**src/rtl/spi_pkg.sv**
```systemverilog
// Shared types and constants for the SPI word receiver.
package spi_pkg;

    localparam int WORD_W_DEF = 32;
    localparam int SPI_CNT_W  = $clog2(WORD_W_DEF + 1);

    typedef enum logic [1:0] {
        RX_IDLE,
        RX_SHIFT,
        RX_DONE
    } spi_rx_state_t;

endpackage

```
**src/rtl/spi_rx_fifo.sv**
```systemverilog
// Synchronous FIFO holding completed SPI words; head word is shown combinationally.
module spi_rx_fifo #(
    parameter int WIDTH = 32,
    parameter int DEPTH = 4
) (
    input  logic             clk,
    input  logic             rst_n,
    input  logic             i_push,
    input  logic [WIDTH-1:0] i_push_data,
    input  logic             i_pop,
    output logic [WIDTH-1:0] o_head,
    output logic             o_full,
    output logic             o_empty
);

    localparam int AW = $clog2(DEPTH);

    logic [AW:0]      r_wr_ptr;
    logic [AW:0]      r_rd_ptr;
    logic [WIDTH-1:0] r_mem [DEPTH];

    logic w_pop_en;
    logic w_push_en;

    assign o_empty   = (r_wr_ptr == r_rd_ptr);
    assign o_full    = (r_wr_ptr[AW] != r_rd_ptr[AW]) &&
                       (r_wr_ptr[AW-1:0] == r_rd_ptr[AW-1:0]);
    assign w_pop_en  = i_pop & ~o_empty;
    // A push into a full FIFO is still accepted when the head leaves in the same cycle.
    assign w_push_en = i_push & (~o_full | w_pop_en);
    assign o_head    = r_mem[r_rd_ptr[AW-1:0]];

    // Pointer advance on accepted push/pop.
    always_ff @(posedge clk or negedge rst_n) begin
        if (!rst_n) begin
            r_wr_ptr <= '0;
            r_rd_ptr <= '0;
        end else begin
            if (w_push_en) r_wr_ptr <= r_wr_ptr + (AW+1)'(1);
            if (w_pop_en)  r_rd_ptr <= r_rd_ptr + (AW+1)'(1);
        end
    end

    // Storage; cleared on reset so the idle head reads zero.
    always_ff @(posedge clk or negedge rst_n) begin
        if (!rst_n) begin
            for (int unsigned i = 0; i < DEPTH; i++) r_mem[i] <= '0;
        end else if (w_push_en) begin
            r_mem[r_wr_ptr[AW-1:0]] <= i_push_data;
        end
    end

endmodule

```
**src/rtl/spi_word_rx.sv**
```systemverilog
// SPI slave receive path: pin synchronisers, frame FSM, word FIFO and valid/ready output.
module spi_word_rx
    import spi_pkg::*;
#(
    parameter int WORD_W = WORD_W_DEF,
    parameter int DEPTH  = 4,
    parameter int SYNC   = 2
) (
    input  logic              clk,
    input  logic              rst_n,
    input  logic              spi_sck,
    input  logic              spi_cs,
    input  logic              spi_mosi,
    output logic [WORD_W-1:0] rx_data,
    output logic              rx_valid,
    input  logic              rx_ready,
    output logic              frame_err,
    output logic              overflow
);

    localparam int CNT_W = (WORD_W == WORD_W_DEF) ? SPI_CNT_W : $clog2(WORD_W + 1);

    logic [SYNC-1:0]   r_sck_sync;
    logic [SYNC-1:0]   r_cs_sync;
    logic [SYNC-1:0]   r_mosi_sync;
    logic              r_sck_d;
    logic              r_cs_d;

    spi_rx_state_t     r_state;
    logic [CNT_W-1:0]  r_count;
    logic [WORD_W-1:0] r_shreg;
    logic              r_err_sent;
    logic              r_frame_err;
    logic              r_overflow;

    logic              w_sck;
    logic              w_cs;
    logic              w_mosi;
    logic              w_sck_rise;
    logic              w_cs_fall;
    logic              w_cs_rise;
    logic              w_last_bit;
    logic [WORD_W-1:0] w_next_word;
    logic              w_fifo_full;
    logic              w_fifo_empty;
    logic              w_pop;
    logic [WORD_W-1:0] w_head;

    // Pin synchronisers plus one delay stage for edge detection; reset to idle pin levels.
    always_ff @(posedge clk or negedge rst_n) begin
        if (!rst_n) begin
            r_sck_sync  <= '0;
            r_cs_sync   <= '1;
            r_mosi_sync <= '0;
            r_sck_d     <= 1'b0;
            r_cs_d      <= 1'b1;
        end else begin
            r_sck_sync  <= {r_sck_sync[SYNC-2:0], spi_sck};
            r_cs_sync   <= {r_cs_sync[SYNC-2:0], spi_cs};
            r_mosi_sync <= {r_mosi_sync[SYNC-2:0], spi_mosi};
            r_sck_d     <= w_sck;
            r_cs_d      <= w_cs;
        end
    end

    assign w_sck       = r_sck_sync[SYNC-1];
    assign w_cs        = r_cs_sync[SYNC-1];
    assign w_mosi      = r_mosi_sync[SYNC-1];
    assign w_sck_rise  = w_sck & ~r_sck_d;
    assign w_cs_fall   = ~w_cs & r_cs_d;
    assign w_cs_rise   = w_cs & ~r_cs_d;
    assign w_next_word = {r_shreg[WORD_W-2:0], w_mosi};
    assign w_last_bit  = (r_state == RX_SHIFT) && w_sck_rise &&
                         (r_count == CNT_W'(WORD_W - 1));
    assign w_pop       = rx_ready & ~w_fifo_empty;

    // Frame FSM; a coincident sck rise is taken before cs rise, so a word completed
    // on the same cycle as cs rising is still pushed and the FSM lands in IDLE.
    always_ff @(posedge clk or negedge rst_n) begin
        if (!rst_n) begin
            r_state     <= RX_IDLE;
            r_count     <= '0;
            r_shreg     <= '0;
            r_err_sent  <= 1'b0;
            r_frame_err <= 1'b0;
            r_overflow  <= 1'b0;
        end else begin
            r_frame_err <= 1'b0;
            r_overflow  <= 1'b0;
            case (r_state)
                RX_IDLE: begin
                    if (w_cs_fall) begin
                        r_state <= RX_SHIFT;
                        r_count <= '0;
                    end
                end
                RX_SHIFT: begin
                    if (w_sck_rise) begin
                        r_shreg <= w_next_word;
                        r_count <= r_count + CNT_W'(1);
                    end
                    if (w_last_bit) begin
                        r_overflow <= w_fifo_full & ~w_pop;
                        r_err_sent <= 1'b0;
                        r_state    <= w_cs_rise ? RX_IDLE : RX_DONE;
                    end else if (w_cs_rise) begin
                        r_frame_err <= 1'b1;
                        r_state     <= RX_IDLE;
                    end
                end
                RX_DONE: begin
                    if (w_sck_rise && !r_err_sent) begin
                        r_frame_err <= 1'b1;
                        r_err_sent  <= 1'b1;
                    end
                    if (w_cs_rise) r_state <= RX_IDLE;
                end
                default: r_state <= RX_IDLE;
            endcase
        end
    end

    spi_rx_fifo #(
        .WIDTH (WORD_W),
        .DEPTH (DEPTH)
    ) u_fifo (
        .clk         (clk),
        .rst_n       (rst_n),
        .i_push      (w_last_bit),
        .i_push_data (w_next_word),
        .i_pop       (w_pop),
        .o_head      (w_head),
        .o_full      (w_fifo_full),
        .o_empty     (w_fifo_empty)
    );

    assign rx_data   = w_head;
    assign rx_valid  = ~w_fifo_empty;
    assign frame_err = r_frame_err;
    assign overflow  = r_overflow;

endmodule

```
**config.mk**
```make
export PLATFORM = sky130hd
export DESIGN_NAME = spi_word_rx
export DESIGN_NICKNAME = d
export VERILOG_FILES = /design/src/rtl/spi_pkg.sv /design/src/rtl/spi_rx_fifo.sv /design/src/rtl/spi_word_rx.sv
export SDC_FILE = /design/constraint.sdc
export NUM_CORES = 1
export LEC_CHECK = 0
export CORE_ASPECT_RATIO = 0.8
export CORE_MARGIN = 8
export CORE_UTILIZATION = 40
export DETAILED_ROUTE_END_ITERATION = 7
export PLACE_DENSITY = 0.58
export SLEW_MARGIN = 40
export SYNTH_ARGS = -nofsm -noshare
export SYNTH_HDL_FRONTEND = slang
export SYNTH_SLANG_ARGS = --single-unit
```
**constraint.sdc**
```tcl
create_clock -name clk -period 2.6 [get_ports clk]
set_input_delay 0.52 -clock clk [delete_from_list [all_inputs] [get_ports clk]]
set_output_delay 0.52 -clock clk [all_outputs]
set_load 0.005 [all_outputs]
```
# [Word-level counts from Yosys, hierarchy flattened]
# Index checks and enable logic that the tools add are counted.
[word_totals] n_memories=0 latchBits=0 output_inout_bits=35 reg_bits=184 rom_bits=0 ram_bits=0 word_cells=84
[classes] bitwise=16 shifts=0 magnitude_cmp=3 mul=0 n_reduce_logical=12 add_sub_neg=3 div_mod_pow=0 eq_ne=10 muxes=23
[op_table] cell="bitwise mux 128 bit" count=1
[op_table] cell="2-to-1 mux 32 bit" count=3
[op_table] cell="binary-select mux 32 bit (select 2 bit)" count=1
[op_table] cell="demux 32 bit (select 2 bit)" count=1
[op_table] cell="2-to-1 mux 6 bit" count=2
[op_table] cell="case mux 6 bit (2 select lines)" count=1
[op_table] cell="2-to-1 mux 2 bit" count=4
[op_table] cell="bitwise AND 1 bit" count=7
[op_table] cell="2-to-1 mux 1 bit" count=7
[op_table] cell="adder 3 x 1 -> 3 bit, second input constant" count=2
[op_table] cell="adder 6 x 1 -> 6 bit, second input constant" count=1
[op_table] cell="== test 6 x 5 -> 1 bit, second input constant" count=1
[op_table] cell="greater-or-equal comparator 3 bit, second input constant" count=2
[op_table] cell="inequality test 2 bit, second input constant" count=3
[op_table] cell="inverter 1 bit" count=6
[op_table] cell="inverter 2 -> 3 bit" count=2
[op_table] cell="case mux 2 bit (3 select lines)" count=1
[op_table] cell="AND reduction 3 bit" count=2
[op_table] cell="logical AND 1 bit" count=5
[op_table] cell="case mux 1 bit (2 select lines)" count=2
[op_table] cell="nonzero test 2 bit" count=2
[op_table] cell="== test 3 bit" count=1
[op_table] cell="< comparator 3 x 1 -> 1 bit, second input constant" count=1
[op_table] cell="== test 2 x 1 -> 1 bit, second input constant" count=1
[op_table] cell="8 further kinds" count=8

# [Logic depth before layout (Yosys ltp)]
[logic_depth] ltp_word=7 mapped_depth=9 mapped_depth_nobuf=6

# [Modules after synthesis]
# A second synthesis with hierarchy kept.
[hier_totals] cells_unflattened=571 hier_area_um2=8370.5
[modules_own_cells] mod="spi_rx_fifo" cells_each=352 area_each_um2=6222.2 instances=1
[modules_own_cells] mod="spi_word_rx" cells_each=219 area_each_um2=2148.3 instances=1

# [Worst setup path before layout]
# OpenSTA, ideal clock, no wires.
[synth_timing] path_type="flip-flop to flip-flop" startpoint="register r_state[1]" endpoint="register u_fifo.r_mem[0] (netlist bit)" setup_time_ps=125 period_less_slack_ps=2224 setup_slack_ps=376 path_stages_with_launch=10 n_path_buf=3 arrival_time_ps=2099 cell_sequence="dfrtp_1 -> inv_1 -> ha_1 -> buf_2 -> nor2b_1 -> nand4_2 -> or3b_1 -> buf_6 -> buf_6 -> mux2_4"
[synth_via] elab_chain_cells=4
[synth_lines] item="start, declared" line_no="spi_word_rx.sv:29" rtl="spi_rx_state_t r_state;"
[synth_lines] item="start signal, assigned" line_no="spi_word_rx.sv:105" rtl="r_state <= w_cs_rise ? RX_IDLE : RX_DONE;"
[synth_lines] item="== test 2 x 1 -> 1 bit" line_no="spi_word_rx.sv:73" rtl="assign w_last_bit = (r_state == RX_SHIFT) && w_sck_rise &&"
[synth_lines] item="logical AND 1 bit (2 in a row)" line_no="spi_word_rx.sv:73"
[synth_lines] item="bitwise AND 1 bit" line_no="spi_rx_fifo.sv:30" rtl="assign w_push_en = i_push & (~o_full | w_pop_en);"
[synth_lines] item="end signal, assigned by index" line_no="spi_rx_fifo.sv:49" rtl="r_mem[r_wr_ptr[AW-1:0]] <= i_push_data;"
[synth_lines] item="end, declared" line_no="spi_rx_fifo.sv:20" rtl="logic [WIDTH-1:0] r_mem [DEPTH];"
# Every way passes these cells.
# A chain may end at the register's enable or synchronous reset.

# [Worst setup path after layout]
[layout_timing] startpoint="register u_fifo.r_rd_ptr[0]" endpoint="output port rx_data[2]"
[layout_via] elab_chain_cells=4
[layout_lines] item="start, declared" line_no="spi_rx_fifo.sv:19" rtl="logic [AW:0] r_rd_ptr;"
[layout_lines] item="start signal, assigned" line_no="spi_rx_fifo.sv:40" rtl="if (w_pop_en) r_rd_ptr <= r_rd_ptr + (AW+1)'(1);"
[layout_lines] item="inverter 2 -> 3 bit (implied by the code)" line_no="spi_rx_fifo.sv:31" rtl="assign o_head = r_mem[r_rd_ptr[AW-1:0]];"
[layout_lines] item="binary-select mux 32 bit (select 2 bit)" line_no="spi_rx_fifo.sv:31"
[layout_lines] item="2-to-1 mux 32 bit (implied by the code) (2 in a row)" line_no="spi_rx_fifo.sv:31"
[layout_lines] item="end, declared" line_no="spi_word_rx.sv:14" rtl="output logic [WORD_W-1:0] rx_data,"
# Every way passes these cells. The select of a mux whose other input is x is not followed.

==> impl_metrics.tcl <==
set metrics [dict create \
    status "finished clean" \
    crit_path_end "rx_data[2]" \
    clock_path_buffers 2 \
    syn-num-nets 495 \
    seq_power_share_pct 49.5 \
    synth.distinct_cells 37 \
    switchingPower_w 0.00142 \
    reg2reg_from "u_fifo.r_rd_ptr[0]" \
    stdcell_count 823 \
    hold_ws_ps 94.6 \
    ff2ff_path_depth 7 \
    cts-buffers-inserted 17 \
    wl_um 15500 \
    vias_per_cell 5.13 \
    p_leak_nw 4.82 \
    p_per_area_mw_per_mm2 640 \
    ys_seq_area_share_pct 56.8 \
    drtPass1Iterations 4 \
    grt_first_pass_wirelength_um 25800 \
    fin_skew_ps 8.89 \
    fp.dieW_um 175 \
    n_antenna_cell 0 \
    maxCapViolations 0 \
    port_buffers 40 \
    cpMaxStageDelayCell "mux4_2" \
    yosys_warnings 0 \
    core-area_mm2 0.0199 \
    hold_violations 0 \
    fin_ws_ps 94.8 \
    preCtsSetupSlack_ps 154 \
    area_growth_syn_to_layout_pct 19.0 \
    nFillCells 1687 \
    cts_tree "built" \
    rsz0062_at_grt "no" \
    drive_gt1_share_pct 48.5 \
    layout.nets 562 \
    fin_crit_sh_pct 96.4 \
    syn-cell-area_mm2 0.00811 \
    wire_per_inst_um 18.8 \
    setup_viol 0 \
    root_buffer "clkbuf_16" \
    initial_utilization_pct 40.9 \
    maxClockFrequency_mhz 399 \
    cts_max_level 4 \
    synth_area_per_cell_um2 16.9 \
    rows 46 \
    postRouteAntennaNets 0 \
    grt_usage_pct 13.1 \
    clkSlewWorstSetupHoldPaths_ps 70 \
    netlist.area_leader.share_pct 55.8 \
    min_period_ps 2510 \
    cp-end-kind "primary output" \
    cp.required_ps 2080 \
    tightestPinTransition_ps 630 \
    rrSetupSlack_ps 300 \
    clockPowerShare_pct 44.7 \
    grt-ovfl-total 0 \
    grt_pass1_vias 4641 \
    crit_path_start_kind "flip-flop" \
    cts_hold_buf 0 \
    ir_drop_mv 0.338 \
    synth_top_cell_by_area "dfrtp_1" \
    cp_cell_sequence "buf_12 -> mux4_2 -> clkdlybuf4s50_1" \
    netlist_top_cells_area "dfrtp_1, mux2_2, mux2_4, mux4_2, ha_1" \
    io_pins 41 \
    fp.dieH_um 143 \
    synthFlopType "dfrtp_1" \
    combPwrFrac_pct 5.8 \
    dpl.hpwl_um 9120 \
    path_class "flip-flop to primary output" \
    num_vias 4223 \
    dpl_cell_area_mm2 0.00890 \
    slew_headroom_pct 58.0 \
    dp_cells 772 \
    p_int_w 0.00476 \
    finalSetupTns_ps 0 \
    place_congestion 0.729 \
    first_iter_violations 262 \
    timing.final.max_slew_violations 0 \
    syn_inst 479 \
    worstSetupStartpoint "u_fifo.r_rd_ptr[0]" \
    async_flop_share_pct 100 \
    crit_path_max_fanout 16 \
    max_stage_delay_ps 500 \
    synth_seq_cells 184 \
    antenna_found_initial 0 \
    clock_latency_ps 420 \
    r2r-end "u_fifo.r_mem[116]" \
    die-area_mm2 0.0251 \
    switching_share_pct 23.0 \
    drc_errors 0 \
    grt_max_degree 66 \
    hp-class "input port to asynchronous set/reset pin" \
    cts.sinks 184 \
    synth_edf_count 0 \
    worstPathArrival_ps 1990 \
    postLayoutCellArea_mm2 0.00966 \
]
## registers in the layout, summed over array words and instances (netlist names)
register / cells
r_state: 2
u_fifo.r_wr_ptr: 3
r_count: 6
u_fifo.r_rd_ptr: 3
u_fifo.r_mem: 128
r_err_sent: 1
r_shreg: 31
r_mosi_sync: 2
r_cs_d: 1
r_sck_d: 1
overflow: 1
r_cs_sync: 2
frame_err: 1
r_sck_sync: 2
## metrics by stage
step                utilization [%]  total power [W]
finish                         48.6          0.00618
global route                   48.6          0.00644
CTS                            47.9          0.00628
detailed placement             44.8          0.00348
global placement               44.8          0.00346
floorplan                         -          0.00331
## cell usage after synthesis (2+ instances only)
library cell	n
nor2b_1	4
nor2_1	2
nand3_1	3
xnor2_1	6
a22o_1	2
clkbuf_1	6
mux4_2	32
nand2b_1	3
inv_1	6
nand3b_1	3
a21oi_1	6
dfstp_2	3
mux2_2	103
or3b_1	2
and3_1	2
o21ai_0	6
buf_2	10
mux2_4	59
ha_1	10
buf_6	9
buf_4	2
nor3b_2	2
or3_1	2
nand2_1	3
dfrtp_1	181
## power by group through the flow
stage               combinational (W)  sequential [W]  clock, W
floorplan                    0.000233         0.00308         0
global placement             0.000355         0.00311         0
detailed placement           0.000366         0.00312         0
CTS                          0.000368         0.00306   0.00285
global route                 0.000409         0.00308   0.00296
finish                       0.000360         0.00306   0.00276
## routing by layer
metal | part of all wire [%] | vias up | wire length [µm] | track usage, %
met1 | 47 | 2249 | 7310 | 17.5
met3 | 3.6 | 14 | 555 | 2.94
met5 | 0 | - | 0 | 0
met4 | 1.2 | 0 | 183 | 4.99
met2 | 48 | 66 | 7440 | 20.6
li1 | - | 1894 | - | -
## timing repair
item / in CTS / in global routing
endpoints found under the hold margin: 0 / 0
gates resized for setup: 21 / 1
buffers inserted: 1 / 18
endpoints found under the setup margin: 22 / 12
## cells by family after synthesis
family	after synthesis	share of synthesized area (%)
multiplexers	194	34.1
buffers and inverters	33	2.61
AND/OR/NAND/NOR	30	2.53
XOR/XNOR	7	0.756
adder cells (fa/ha/maj)	11	1.67
AO/OA/AOI/OAI	20	1.54
flip-flops	184	56.8
## final cells by class
class / instances / area (µm²) / share of cell area (%)
Sequential cell: 184 / 4610 / 47.7
Multi-Input combinational cell: 262 / 3310 / 34.2
Timing Repair Buffer: 75 / 753 / 7.80
Clock buffer: 19 / 443 / 4.59
Tap cell: 264 / 330 / 3.42
Clock inverter: 13 / 193 / 2.00
Inverter: 6 / 22.5 / 0.233
## worst min-delay path by stage
stage	from	end	slack [ps]
6_report	rst_n	u_fifo.r_mem[123]	90
5_1_grt	rst_n	u_fifo.r_mem[123]	120
4_1_cts	rst_n	u_fifo.r_mem[91]	100
3_5_place_dp	r_sck_sync[0]	r_sck_sync[1]	340
3_3_place_gp	r_sck_sync[0]	r_sck_sync[1]	330
2_1_floorplan	rst_n	frame_err	220
## layout by cell type, fill, tap and decap left out, types with 3 or more instances in the layout
cell type	count
mux4_2	32
o21ai_0	6
mux2_4	59
dfrtp_1	180
clkbuf_16	17
buf_12	9
a21oi_1	6
nand3b_1	3
mux2_2	103
inv_6	3
clkinv_4	3
ha_1	10
inv_1	6
nand2_1	3
nor2b_1	4
buf_4	26
nand2b_1	3
bufinv_16	4
nand3_1	3
xnor2_1	6
dfstp_2	3
clkdlybuf4s50_1	17
dlygate4sd2_1	21
## critical path, delay by kind of cell, from the launching register on
family                 cells  cell delay [ps]
buffers and inverters      2              640
multiplexers               1              500
flip-flops                 1              410
No activity file was read; power rests on OpenSTA's default activity.
